File: src/rtl/cmp_pkg.sv
// Shared constants for the comparator-sharing arbiter: branch funct3 codes,
// comparator result bit positions, response source ids and buffer states.
package cmp_pkg;

    localparam logic [2:0] F3_BEQ  = 3'b000;
    localparam logic [2:0] F3_BNE  = 3'b001;
    localparam logic [2:0] F3_BLT  = 3'b100;
    localparam logic [2:0] F3_BGE  = 3'b101;
    localparam logic [2:0] F3_BLTU = 3'b110;
    localparam logic [2:0] F3_BGEU = 3'b111;

    // Bit positions inside the 3-bit comparator result {EQ, SL, UL}
    localparam int CMP_EQ = 2;
    localparam int CMP_SL = 1;
    localparam int CMP_UL = 0;

    localparam logic SRC_BR = 1'b0;
    localparam logic SRC_SL = 1'b1;

    typedef enum logic [1:0] {
        FIFO_EMPTY = 2'd0,
        FIFO_ONE   = 2'd1,
        FIFO_FULL  = 2'd2
    } fifo_state_e;

    // Branch decode, returns {illegal, result}. 010/011 are not branches.
    function automatic logic [1:0] br_decode(input logic [2:0] funct3, input logic [2:0] cmp);
        case (funct3)
            F3_BEQ:  br_decode = {1'b0,  cmp[CMP_EQ]};
            F3_BNE:  br_decode = {1'b0, ~cmp[CMP_EQ]};
            F3_BLT:  br_decode = {1'b0,  cmp[CMP_SL]};
            F3_BGE:  br_decode = {1'b0, ~cmp[CMP_SL]};
            F3_BLTU: br_decode = {1'b0,  cmp[CMP_UL]};
            F3_BGEU: br_decode = {1'b0, ~cmp[CMP_UL]};
            default: br_decode = 2'b10;
        endcase
    endfunction

endpackage

File: src/rtl/cmp_share_arbiter_if.sv
// Request (BR, SL) and response handshake bundle of the comparator arbiter.
// slave = arbiter side, master = issue/writeback side.
interface cmp_share_arbiter_if #(
    parameter int TAG_W = 4
);
    logic             br_valid;
    logic             br_ready;
    logic [31:0]      br_a;
    logic [31:0]      br_b;
    logic [2:0]       br_funct3;
    logic [TAG_W-1:0] br_tag;

    logic             sl_valid;
    logic             sl_ready;
    logic [31:0]      sl_a;
    logic [31:0]      sl_b;
    logic             sl_unsigned;
    logic [TAG_W-1:0] sl_tag;

    logic             rsp_valid;
    logic             rsp_ready;
    logic             rsp_src;
    logic [TAG_W-1:0] rsp_tag;
    logic             rsp_result;
    logic             rsp_illegal;

    modport slave (
        input  br_valid, br_a, br_b, br_funct3, br_tag,
        output br_ready,
        input  sl_valid, sl_a, sl_b, sl_unsigned, sl_tag,
        output sl_ready,
        output rsp_valid, rsp_src, rsp_tag, rsp_result, rsp_illegal,
        input  rsp_ready
    );

    modport master (
        output br_valid, br_a, br_b, br_funct3, br_tag,
        input  br_ready,
        output sl_valid, sl_a, sl_b, sl_unsigned, sl_tag,
        input  sl_ready,
        input  rsp_valid, rsp_src, rsp_tag, rsp_result, rsp_illegal,
        output rsp_ready
    );
endinterface

File: src/rtl/cmp_rsp_fifo2.sv
// Two-entry response buffer. The head register drives the response outputs
// directly, so they are registered and hold while the consumer stalls.
//
//  state      | meaning
//  FIFO_EMPTY | nothing buffered, rsp_valid low
//  FIFO_ONE   | head valid, tail free; push and pop may happen together
//  FIFO_FULL  | head and tail valid, no push accepted
module cmp_rsp_fifo2
    import cmp_pkg::*;
#(
    parameter int W = 7
) (
    input  logic         clk,
    input  logic         rst_n,
    input  logic         push_i,
    input  logic [W-1:0] din_i,
    input  logic         pop_ready_i,
    output logic         valid_o,
    output logic [W-1:0] dout_o,
    output logic         accept_ok_o
);

    fifo_state_e  state_q;
    logic [W-1:0] head_q;
    logic [W-1:0] tail_q;
    logic         pop;

    assign pop         = (state_q != FIFO_EMPTY) && pop_ready_i;
    assign valid_o     = (state_q != FIFO_EMPTY);
    assign accept_ok_o = (state_q != FIFO_FULL);
    assign dout_o      = head_q;

    // Occupancy FSM plus head/tail storage; head always holds the oldest entry.
    always_ff @(posedge clk or negedge rst_n) begin
        if (!rst_n) begin
            state_q <= FIFO_EMPTY;
            head_q  <= '0;
            tail_q  <= '0;
        end else begin
            case (state_q)
                FIFO_EMPTY: begin
                    if (push_i) begin
                        head_q  <= din_i;
                        state_q <= FIFO_ONE;
                    end
                end
                FIFO_ONE: begin
                    if (push_i && pop) begin
                        head_q <= din_i;
                    end else if (push_i) begin
                        tail_q  <= din_i;
                        state_q <= FIFO_FULL;
                    end else if (pop) begin
                        state_q <= FIFO_EMPTY;
                    end
                end
                FIFO_FULL: begin
                    if (pop) begin
                        head_q  <= tail_q;
                        state_q <= FIFO_ONE;
                    end
                end
                default: state_q <= FIFO_EMPTY;
            endcase
        end
    end

endmodule

File: src/rtl/cmp_share_arbiter.sv
// One 32-bit comparator shared between the branch unit and the SLT/SLTU path.
// Round-robin grant, same-cycle compare/decode, result pushed into a 2-entry
// response buffer (1-cycle latency). Requester readiness depends only on
// buffer occupancy, never on rsp_ready.
module cmp_share_arbiter
    import cmp_pkg::*;
#(
    parameter int TAG_W = 4
) (
    input  logic                  clk,
    input  logic                  rst_n,
    cmp_share_arbiter_if.slave    bus
);

    // Entry layout: {src, illegal, result, tag}
    localparam int ENT_W = 3 + TAG_W;

    logic             last_grant_q;
    logic             grant_br;
    logic             grant_sl;
    logic             accept_ok;
    logic             push;
    logic [31:0]      cmp_a;
    logic [31:0]      cmp_b;
    logic [2:0]       cmp_res;
    logic             res_bit;
    logic             ill_bit;
    logic [TAG_W-1:0] tag_sel;
    logic [ENT_W-1:0] push_data;
    logic [ENT_W-1:0] head;
    logic             rsp_vld;

    // Round-robin grant: on contention the port that did not win last goes.
    always_comb begin
        grant_sl = bus.sl_valid && (!bus.br_valid || (last_grant_q == SRC_BR));
        grant_br = bus.br_valid && !grant_sl;
    end

    assign bus.br_ready = grant_br && accept_ok;
    assign bus.sl_ready = grant_sl && accept_ok;
    assign push         = (bus.br_valid && bus.br_ready) || (bus.sl_valid && bus.sl_ready);

    // Operand mux, the single shared comparator and result decode.
    always_comb begin
        cmp_a   = grant_sl ? bus.sl_a : bus.br_a;
        cmp_b   = grant_sl ? bus.sl_b : bus.br_b;
        cmp_res = '0;
        cmp_res[CMP_EQ] = (cmp_a == cmp_b);
        cmp_res[CMP_SL] = ($signed(cmp_a) < $signed(cmp_b));
        cmp_res[CMP_UL] = (cmp_a < cmp_b);
        if (grant_sl) begin
            res_bit = bus.sl_unsigned ? cmp_res[CMP_UL] : cmp_res[CMP_SL];
            ill_bit = 1'b0;
            tag_sel = bus.sl_tag;
        end else begin
            {ill_bit, res_bit} = br_decode(bus.br_funct3, cmp_res);
            tag_sel = bus.br_tag;
        end
        push_data = {grant_sl ? SRC_SL : SRC_BR, ill_bit, res_bit, tag_sel};
    end

    // Round-robin history only moves on a real transfer.
    always_ff @(posedge clk or negedge rst_n) begin
        if (!rst_n) begin
            last_grant_q <= SRC_SL;
        end else if (push) begin
            last_grant_q <= grant_sl ? SRC_SL : SRC_BR;
        end
    end

    cmp_rsp_fifo2 #(
        .W (ENT_W)
    ) u_rsp_fifo (
        .clk         (clk),
        .rst_n       (rst_n),
        .push_i      (push),
        .din_i       (push_data),
        .pop_ready_i (bus.rsp_ready),
        .valid_o     (rsp_vld),
        .dout_o      (head),
        .accept_ok_o (accept_ok)
    );

    assign bus.rsp_valid   = rsp_vld;
    assign bus.rsp_src     = head[ENT_W-1];
    assign bus.rsp_illegal = head[ENT_W-2];
    assign bus.rsp_result  = head[ENT_W-3];
    assign bus.rsp_tag     = head[TAG_W-1:0];

endmodule
File: src/flat_wrapper.sv
// flat-port wrapper written by rule: the top's interface ports become plain ports
module cmp_share_arbiter_flat import cmp_pkg::*;
#(
    parameter int TAG_W = 4
)
  (clk, rst_n, bus_br_valid, bus_br_a, bus_br_b, bus_br_funct3, bus_br_tag, bus_br_ready, bus_sl_valid, bus_sl_a, bus_sl_b, bus_sl_unsigned, bus_sl_tag, bus_sl_ready, bus_rsp_valid, bus_rsp_src, bus_rsp_tag, bus_rsp_result, bus_rsp_illegal, bus_rsp_ready);
  cmp_share_arbiter_if #(.TAG_W(TAG_W)) bus_i ();
  input  logic clk;
  input  logic rst_n;
  input wire logic [$bits(bus_i.br_valid)-1:0] bus_br_valid;
  input wire logic [$bits(bus_i.br_a)-1:0] bus_br_a;
  input wire logic [$bits(bus_i.br_b)-1:0] bus_br_b;
  input wire logic [$bits(bus_i.br_funct3)-1:0] bus_br_funct3;
  input wire logic [$bits(bus_i.br_tag)-1:0] bus_br_tag;
  output wire logic [$bits(bus_i.br_ready)-1:0] bus_br_ready;
  input wire logic [$bits(bus_i.sl_valid)-1:0] bus_sl_valid;
  input wire logic [$bits(bus_i.sl_a)-1:0] bus_sl_a;
  input wire logic [$bits(bus_i.sl_b)-1:0] bus_sl_b;
  input wire logic [$bits(bus_i.sl_unsigned)-1:0] bus_sl_unsigned;
  input wire logic [$bits(bus_i.sl_tag)-1:0] bus_sl_tag;
  output wire logic [$bits(bus_i.sl_ready)-1:0] bus_sl_ready;
  output wire logic [$bits(bus_i.rsp_valid)-1:0] bus_rsp_valid;
  output wire logic [$bits(bus_i.rsp_src)-1:0] bus_rsp_src;
  output wire logic [$bits(bus_i.rsp_tag)-1:0] bus_rsp_tag;
  output wire logic [$bits(bus_i.rsp_result)-1:0] bus_rsp_result;
  output wire logic [$bits(bus_i.rsp_illegal)-1:0] bus_rsp_illegal;
  input wire logic [$bits(bus_i.rsp_ready)-1:0] bus_rsp_ready;
  assign bus_i.br_valid = bus_br_valid;
  assign bus_i.br_a = bus_br_a;
  assign bus_i.br_b = bus_br_b;
  assign bus_i.br_funct3 = bus_br_funct3;
  assign bus_i.br_tag = bus_br_tag;
  assign bus_br_ready = bus_i.br_ready;
  assign bus_i.sl_valid = bus_sl_valid;
  assign bus_i.sl_a = bus_sl_a;
  assign bus_i.sl_b = bus_sl_b;
  assign bus_i.sl_unsigned = bus_sl_unsigned;
  assign bus_i.sl_tag = bus_sl_tag;
  assign bus_sl_ready = bus_i.sl_ready;
  assign bus_rsp_valid = bus_i.rsp_valid;
  assign bus_rsp_src = bus_i.rsp_src;
  assign bus_rsp_tag = bus_i.rsp_tag;
  assign bus_rsp_result = bus_i.rsp_result;
  assign bus_rsp_illegal = bus_i.rsp_illegal;
  assign bus_i.rsp_ready = bus_rsp_ready;
  cmp_share_arbiter #(.TAG_W(TAG_W)) u_core (.clk(clk), .rst_n(rst_n), .bus(bus_i));
endmodule
File: config.mk
export PLATFORM = sky130hd
export DESIGN_NAME = cmp_share_arbiter_flat
export DESIGN_NICKNAME = d
export VERILOG_FILES = /design/src/rtl/cmp_pkg.sv /design/src/rtl/cmp_share_arbiter_if.sv /design/src/rtl/cmp_rsp_fifo2.sv /design/src/rtl/cmp_share_arbiter.sv /design/src/flat_wrapper.sv
export SDC_FILE = /design/constraint.sdc
export NUM_CORES = 1
export LEC_CHECK = 0
export BUFFER_PORTS_ARGS = -buffer_cell sky130_fd_sc_hd__buf_2
export CAP_MARGIN = 5
export CORE_MARGIN = 4
export CORE_UTILIZATION = 43
export DETAILED_ROUTE_END_ITERATION = 7
export PLACE_DENSITY = 0.82
export SKIP_CTS_REPAIR_TIMING = 1
export SKIP_LAST_GASP = 1
export SYNTH_ARGS = -nofsm -noshare
export SYNTH_HDL_FRONTEND = slang
export SYNTH_SLANG_ARGS = --single-unit
File: constraint.sdc
create_clock -name clk -period 4.7 [get_ports clk]
set_input_delay 0.47 -clock clk [delete_from_list [all_inputs] [get_ports clk]]
set_output_delay 0.47 -clock clk [all_outputs]
set_load 0.05 [all_outputs]
# Word-level counts from Yosys, hierarchy flattened
# Cells that the tools add are included.
dict set report word_totals {
  mem_bits_ro 0
  register_bits 17
  in_bits 145
  latch_bits 0
  out_inout_bits 10
  ramBits 0
  memories 0
}
dict set report op_classes {
  n_div 0
  order_cmp 2
  n_eq_ne 14
  n_reduce_logical 19
  n_mux 18
  n_addsub 0
  n_mul 0
  n_bitwise 5
  shift 0
}
# operator n
set op_table {}
lappend op_table {{< comparator 32 bit} 2}
lappend op_table {{two-way mux 32 bit} 2}
lappend op_table {{equality test 32 bit} 1}
lappend op_table {{two-way mux 7 bit} 3}
lappend op_table {{case mux 7 bit (3 select lines)} 1}
lappend op_table {{equality test 3 bit, second input constant} 4}
lappend op_table {{case mux 2 bit (6 select lines)} 1}
lappend op_table {{two-way mux 2 bit} 5}
lappend op_table {{inequality test 2 bit, second input constant} 5}
lappend op_table {{logical AND 1 bit} 8}
lappend op_table {{AND reduction 4 bit} 2}
lappend op_table {{case mux 2 bit (3 select lines)} 1}
lappend op_table {{NOT 1 bit} 5}
lappend op_table {{two-way mux 1 bit} 4}
lappend op_table {{two-way mux 4 bit} 1}
lappend op_table {{equality test 3 x 1 -> 1 bit, second input constant} 1}
lappend op_table {{logical NOT 3 bit} 1}
lappend op_table {{inequality test 3 bit, second input constant} 1}
lappend op_table {{AND reduction 3 bit} 1}
lappend op_table {{nonzero test 3 bit} 1}
lappend op_table {{equality test 2 x 1 -> 1 bit, second input constant} 1}
lappend op_table {{equality test 2 bit, second input constant} 1}
lappend op_table {{logical NOT 1 bit} 2}
lappend op_table {{logical NOT 2 bit} 1}
lappend op_table {{2 further kinds} 3}

# Logic depth before layout (Yosys ltp)
dict set report depth {
  word_depth 11
  ltp_mapped 13
}

# Hierarchy
# Synthesis repeated with hierarchy kept, for this count alone.
dict set report unflattened {
  cells_unflattened 232
  hier_area_um2 2459.9
}
# mod cells_each n_inst area_per_inst_um2
set modules_own_cells {}
lappend modules_own_cells {cmp_share_arbiter 182 1 1646.6}
lappend modules_own_cells {cmp_rsp_fifo2 50 1 813.3}

# Worst setup path after synthesis
# OpenSTA, ideal clock, no wires.
dict set report synth_timing {
  path_kind {input to register}
  start {input bus_sl_valid}
  end {register u_core.u_rsp_fifo.head_q[4] (netlist: u_core.u_rsp_fifo.dout_o[4])}
  setup_time_ns 0.076
  path_stages 12
  setup_slack_ns 1.051
  t_arrival_ns 3.572
  n_path_buf 2
  path_cell_list {a21boi_1 -> clkbuf_1 -> buf_1 -> mux2_2 -> ha_1 -> nand4_1 -> nor4_4 -> o311a_1 -> nor3_1 -> or3b_1 -> a32o_1 -> o21ai_1}
}
dict set report synth_between {
  elab_chain_cells 9
}
# element line
set synth_rtl {}
lappend synth_rtl {{from (decl)} flat_wrapper.sv:16} ;# input wire logic [$bits(bus_i.sl_valid)-1:0] bus_sl_valid;
lappend synth_rtl {{parallel branches: the longest is 9 deep, another holds < comparator 32 bit} -}
lappend synth_rtl {{to (signal assigned)} cmp_rsp_fifo2.sv:43} ;# head_q <= din_i;
lappend synth_rtl {{to (signal assigned)} cmp_rsp_fifo2.sv:49} ;# head_q <= din_i;
lappend synth_rtl {{to (signal assigned)} cmp_rsp_fifo2.sv:59} ;# head_q <= tail_q;
lappend synth_rtl {{to (decl)} cmp_rsp_fifo2.sv:24} ;# logic [W-1:0] head_q;
# Several ways; the timed one is not identified. The select of a mux whose other input is x is not followed.
# A chain may end at the register's enable or synchronous reset.

# Final worst setup path
dict set report layout_timing {
  start {register u_core.last_grant_q}
  end {register u_core.u_rsp_fifo.head_q[4] (netlist: u_core.u_rsp_fifo.dout_o[4])}
}
dict set report layout_between {
  elab_chain_cells 11
}
# element line
set layout_rtl {}
lappend layout_rtl {{from (decl)} cmp_share_arbiter.sv:18} ;# logic last_grant_q;
lappend layout_rtl {{from (signal assigned)} cmp_share_arbiter.sv:67} ;# last_grant_q <= grant_sl ? SRC_SL : SRC_BR;
lappend layout_rtl {{NOT 1 bit (*)} cmp_share_arbiter.sv:35} ;# grant_sl = bus.sl_valid && (!bus.br_valid || (last_grant_q == SRC_BR));
lappend layout_rtl {{logical OR 1 bit (*)} cmp_share_arbiter.sv:35}
lappend layout_rtl {{logical AND 1 bit (*)} cmp_share_arbiter.sv:35}
lappend layout_rtl {{parallel branches: the longest is 8 deep, another holds < comparator 32 bit} -}
# Mark *: on every way between the ends. The select of a mux whose other input is x is not followed.

==> flow_summary_export.csv <==
group,metric,value,unit
grt,grt_use_met3,3.03,%
clock_network,cts_buffers,3,
sta,rsz0062_at_grt,"false",
setup_path,r2r_slack,1.08,ns
place,dpl.hpwl,5570,um
synthesis,yosys.cell_types.count,38,
synthesis,syn_nets,431,
setup_path,reg2reg_to,"u_core.u_rsp_fifo.dout_o[4]",
sta,tightest_slew,0.549,ns
grt,grt.total_usage,19.0,%
clock_network,tritoncts,"built",
cells_and_area,seq_area,427,sq um
route,ant_nets,0,
synthesis,avgSynthCellArea,8.95,sq um
route,finalWirelength,6370,um
clock_network,clockRootBuffer,"clkbuf_8",
setup_path,crit_fanout,48,
floorplan,ios,155,
clock_network,numClockSinks,17,
grt,grt-ovfl-total,0,
sta,fin_crit_sh,77.1,%
setup_path,crit_required,4.87,ns
floorplan,core_region_area,0.00511,sq mm
grt,use_met2,35.7,%
setup_path,arrival,3.79,ns
place,io_buffers,154,
grt,grt_pass1_vias,2400,
worst_hold_path,hp-class,"in2async",
grt,antenna_found_initial,0,
sta,final-max-slew-violation-count,0,
route,drcViolationCount,0,
floorplan,die_height,80.7,um
synthesis,yosysWarnings,0,
clock_network,cts.clk_slew.worst_paths,0.06,ns
pwr,powerDensity,307,mW/mm^2
route,drt-vias-per-instance,5.07,
sta,period_minus_slack,3.62,ns
cells_and_area,instances_no_fill,474,
synthesis,syn_inst,254,
place,post-place-ws,0.808,ns
clock_network,clockBufferDepth,2,
clock_network,clkLatencyLatePin,0.25,ns
cells_and_area,nets,582,
sta,skew,0.00371,ns
floorplan,initial_utilization,44.5,%
sta,fmax,0.276,GHz
floorplan,row_count,26,
sta,setup_viol_count_final,0,
sta,worst_slack,1.08,ns
route,detail_route.wl_per_cell,13.4,um
outcome,status,"complete, no violations",
cells_and_area,fillers,450,
job,maxCapViolCount,0,
route,dr.pass1.iters,6,
setup_path,critPathKind,"reg2reg",
sta,timing.final.hold_violations,0,
route,drt_iter0_drc,117,
pwr,p_leak,1.67,nW
setup_path,end_kind,"flip-flop",
clock_network,h-tree-depth,1,
cells_and_area,multi_input_area,0.00179,sq mm
grt,grt_busiest_layer,"met2",
grt,grt_pass1_wl,10100,um
route,num_vias,2402,
grt,grt_max_degree,49,
place,gp_congestion,0.825,
grt,met1_usage,22.7,%
pwr,p_total,0.000979,W
setup_path,reg2reg_from,"u_core.last_grant_q",
synthesis,ys_seq_elements,17,
sta,slew_headroom,63.3,%
synthesis,yosysSeqAreaShare,18.8,%
synthesis,netlist_area,0.00227,sq mm
sta,setup_tns,0,ns
floorplan,dieWidth,80.7,um
cells_and_area,area_delta_synth_final,40.1,%
setup_path,reg2reg_depth,13,
cells_and_area,n_antenna_cell,0,
pwr,ir_drop,0.000213,V
place,dp_cells,470,
setup_path,crit_path_start_kind,"flip-flop",
cells_and_area,drive_gt1_share,49.0,%
floorplan,die_area,0.00651,sq mm
-- per-layer routing --
| layer | wire length [um] | share of wire, % |
|---|---|---|
| met1 | 2510 | 39 |
| met2 | 3270 | 51 |
| met3 | 554 | 8.7 |
| met4 | 41 | 0.64 |
| met5 | 0 | 0 |
-- worst max-delay path by stage --
stage / slack, ns / startpoint / endpoint
CTS: 1.03 / u_core.last_grant_q / u_core.u_rsp_fifo.dout_o[4]
global placement: 0.97 / bus_br_valid / u_core.u_rsp_fifo.dout_o[4]
finish: 1.08 / u_core.last_grant_q / u_core.u_rsp_fifo.dout_o[4]
detailed placement: 0.81 / bus_br_valid / u_core.u_rsp_fifo.dout_o[4]
floorplan: 1.05 / bus_sl_valid / u_core.u_rsp_fifo.dout_o[4]
global route: 0.68 / u_core.last_grant_q / u_core.u_rsp_fifo.dout_o[4]
-- power breakdown --
| part | total, W | switching (W) | internal, W |
|---|---|---|---|
| clock network | 0.000107 | 0.0000465 | 0.0000601 |
| registers | 0.000256 | 0.0000415 | 0.000214 |
| logic | 0.000617 | 0.000371 | 0.000246 |
-- synthesized netlist by cell type (all sizes together) --
master  instances  area (sq um)
dfrtp          16           400
or3b            1          8.76
nand4           7          50.1
nor4            3          33.8
mux2           32           360
buf             4          16.3
a31o            1          8.76
a21oi          23           115
o21a            1          7.51
o31a            1          8.76
o22ai           1          6.26
mux2i          37           370
inv             6          22.5
ha             32           400
nor2b           2          12.5
xnor2           3          26.3
a21o            1          7.51
o211ai          1          7.51
clkbuf          8          30.0
a32o            1          10.0
nand2          19          71.3
and2            1          6.26
o41ai           1          8.76
a31oi           2          12.5
nor3            4          20.0
nor2           18          67.6
a21boi          3          22.5
nand3           6          30.0
o311a           1          10.0
a221oi          2          17.5
dfstp           1          26.3
o21ai          14          70.1
or4             1          7.51
-- flip-flops by register name, summed over array words and instances (netlist names) --
signal                     count
u_core.last_grant_q            1
u_core.u_rsp_fifo.dout_o       7
u_core.u_rsp_fifo.state_q      2
u_core.u_rsp_fifo.tail_q       7
-- cell families (layout without fill, tap and decap cells) --
family                   count (synthesis)  count (layout)  share of synthesized area, %
AO/OA/AOI/OAI                           53              53                          13.8
XOR/XNOR                                 3               3                          1.16
adder cells (fa/ha/maj)                 32              32                          17.6
buffers and inverters                   18             168                          3.03
flip-flops                              17              17                          18.8
multiplexers                            69              69                          32.1
AND/OR/NAND/NOR                         62              62                          13.5
-- through the flow --
stage / instance area, sq um / util, % / hold slack [ns]
finish: 3180 / 62.3 / 0.128
global route: 3180 / 62.3 / 0.150
CTS: 3180 / 62.3 / 0.139
detailed placement: 3140 / 61.5 / 0.408
global placement: 3140 / 61.5 / 0.410
floorplan: 2270 / - / 0.174
-- layout make-up --
cell class                      instances  share of cell area (%)
Timing Repair Buffer                  158                    25.5
Sequential cell                        17                    13.4
Inverter                                6                   0.707
Clock buffer                            4                    1.41
Multi-Input combinational cell        219                    56.2
Tap cell                               70                    2.75
-- layout by cell type (no fill, tap or decap), drive strengths merged, types with 4 or more instances in the layout --
cell    synthesis  final
ha             32     32
dfrtp          16     16
mux2i          37     37
nand2          19     19
nor3            4      4
a21oi          23     23
inv             6      6
nand4           7      7
buf             4    158
o21ai          14     14
nor2           18     18
mux2           32     32
nand3           6      6
clkbuf          8      4
-- worst max-delay path, stage by stage, from the launching register on --
cell	delay, ns
dfstp_2	0.38
a21boi_4	0.46
buf_12	0.33
buf_4	0.24
mux2i_1	0.27
ha_1	0.29
a21oi_1	0.14
o21ai_0	0.10
a221oi_1	0.23
o21ai_0	0.15
nor3_1	0.37
nand3_1	0.12
a32o_1	0.29
o21ai_1	0.14
(Power assumes the default switching activity.)
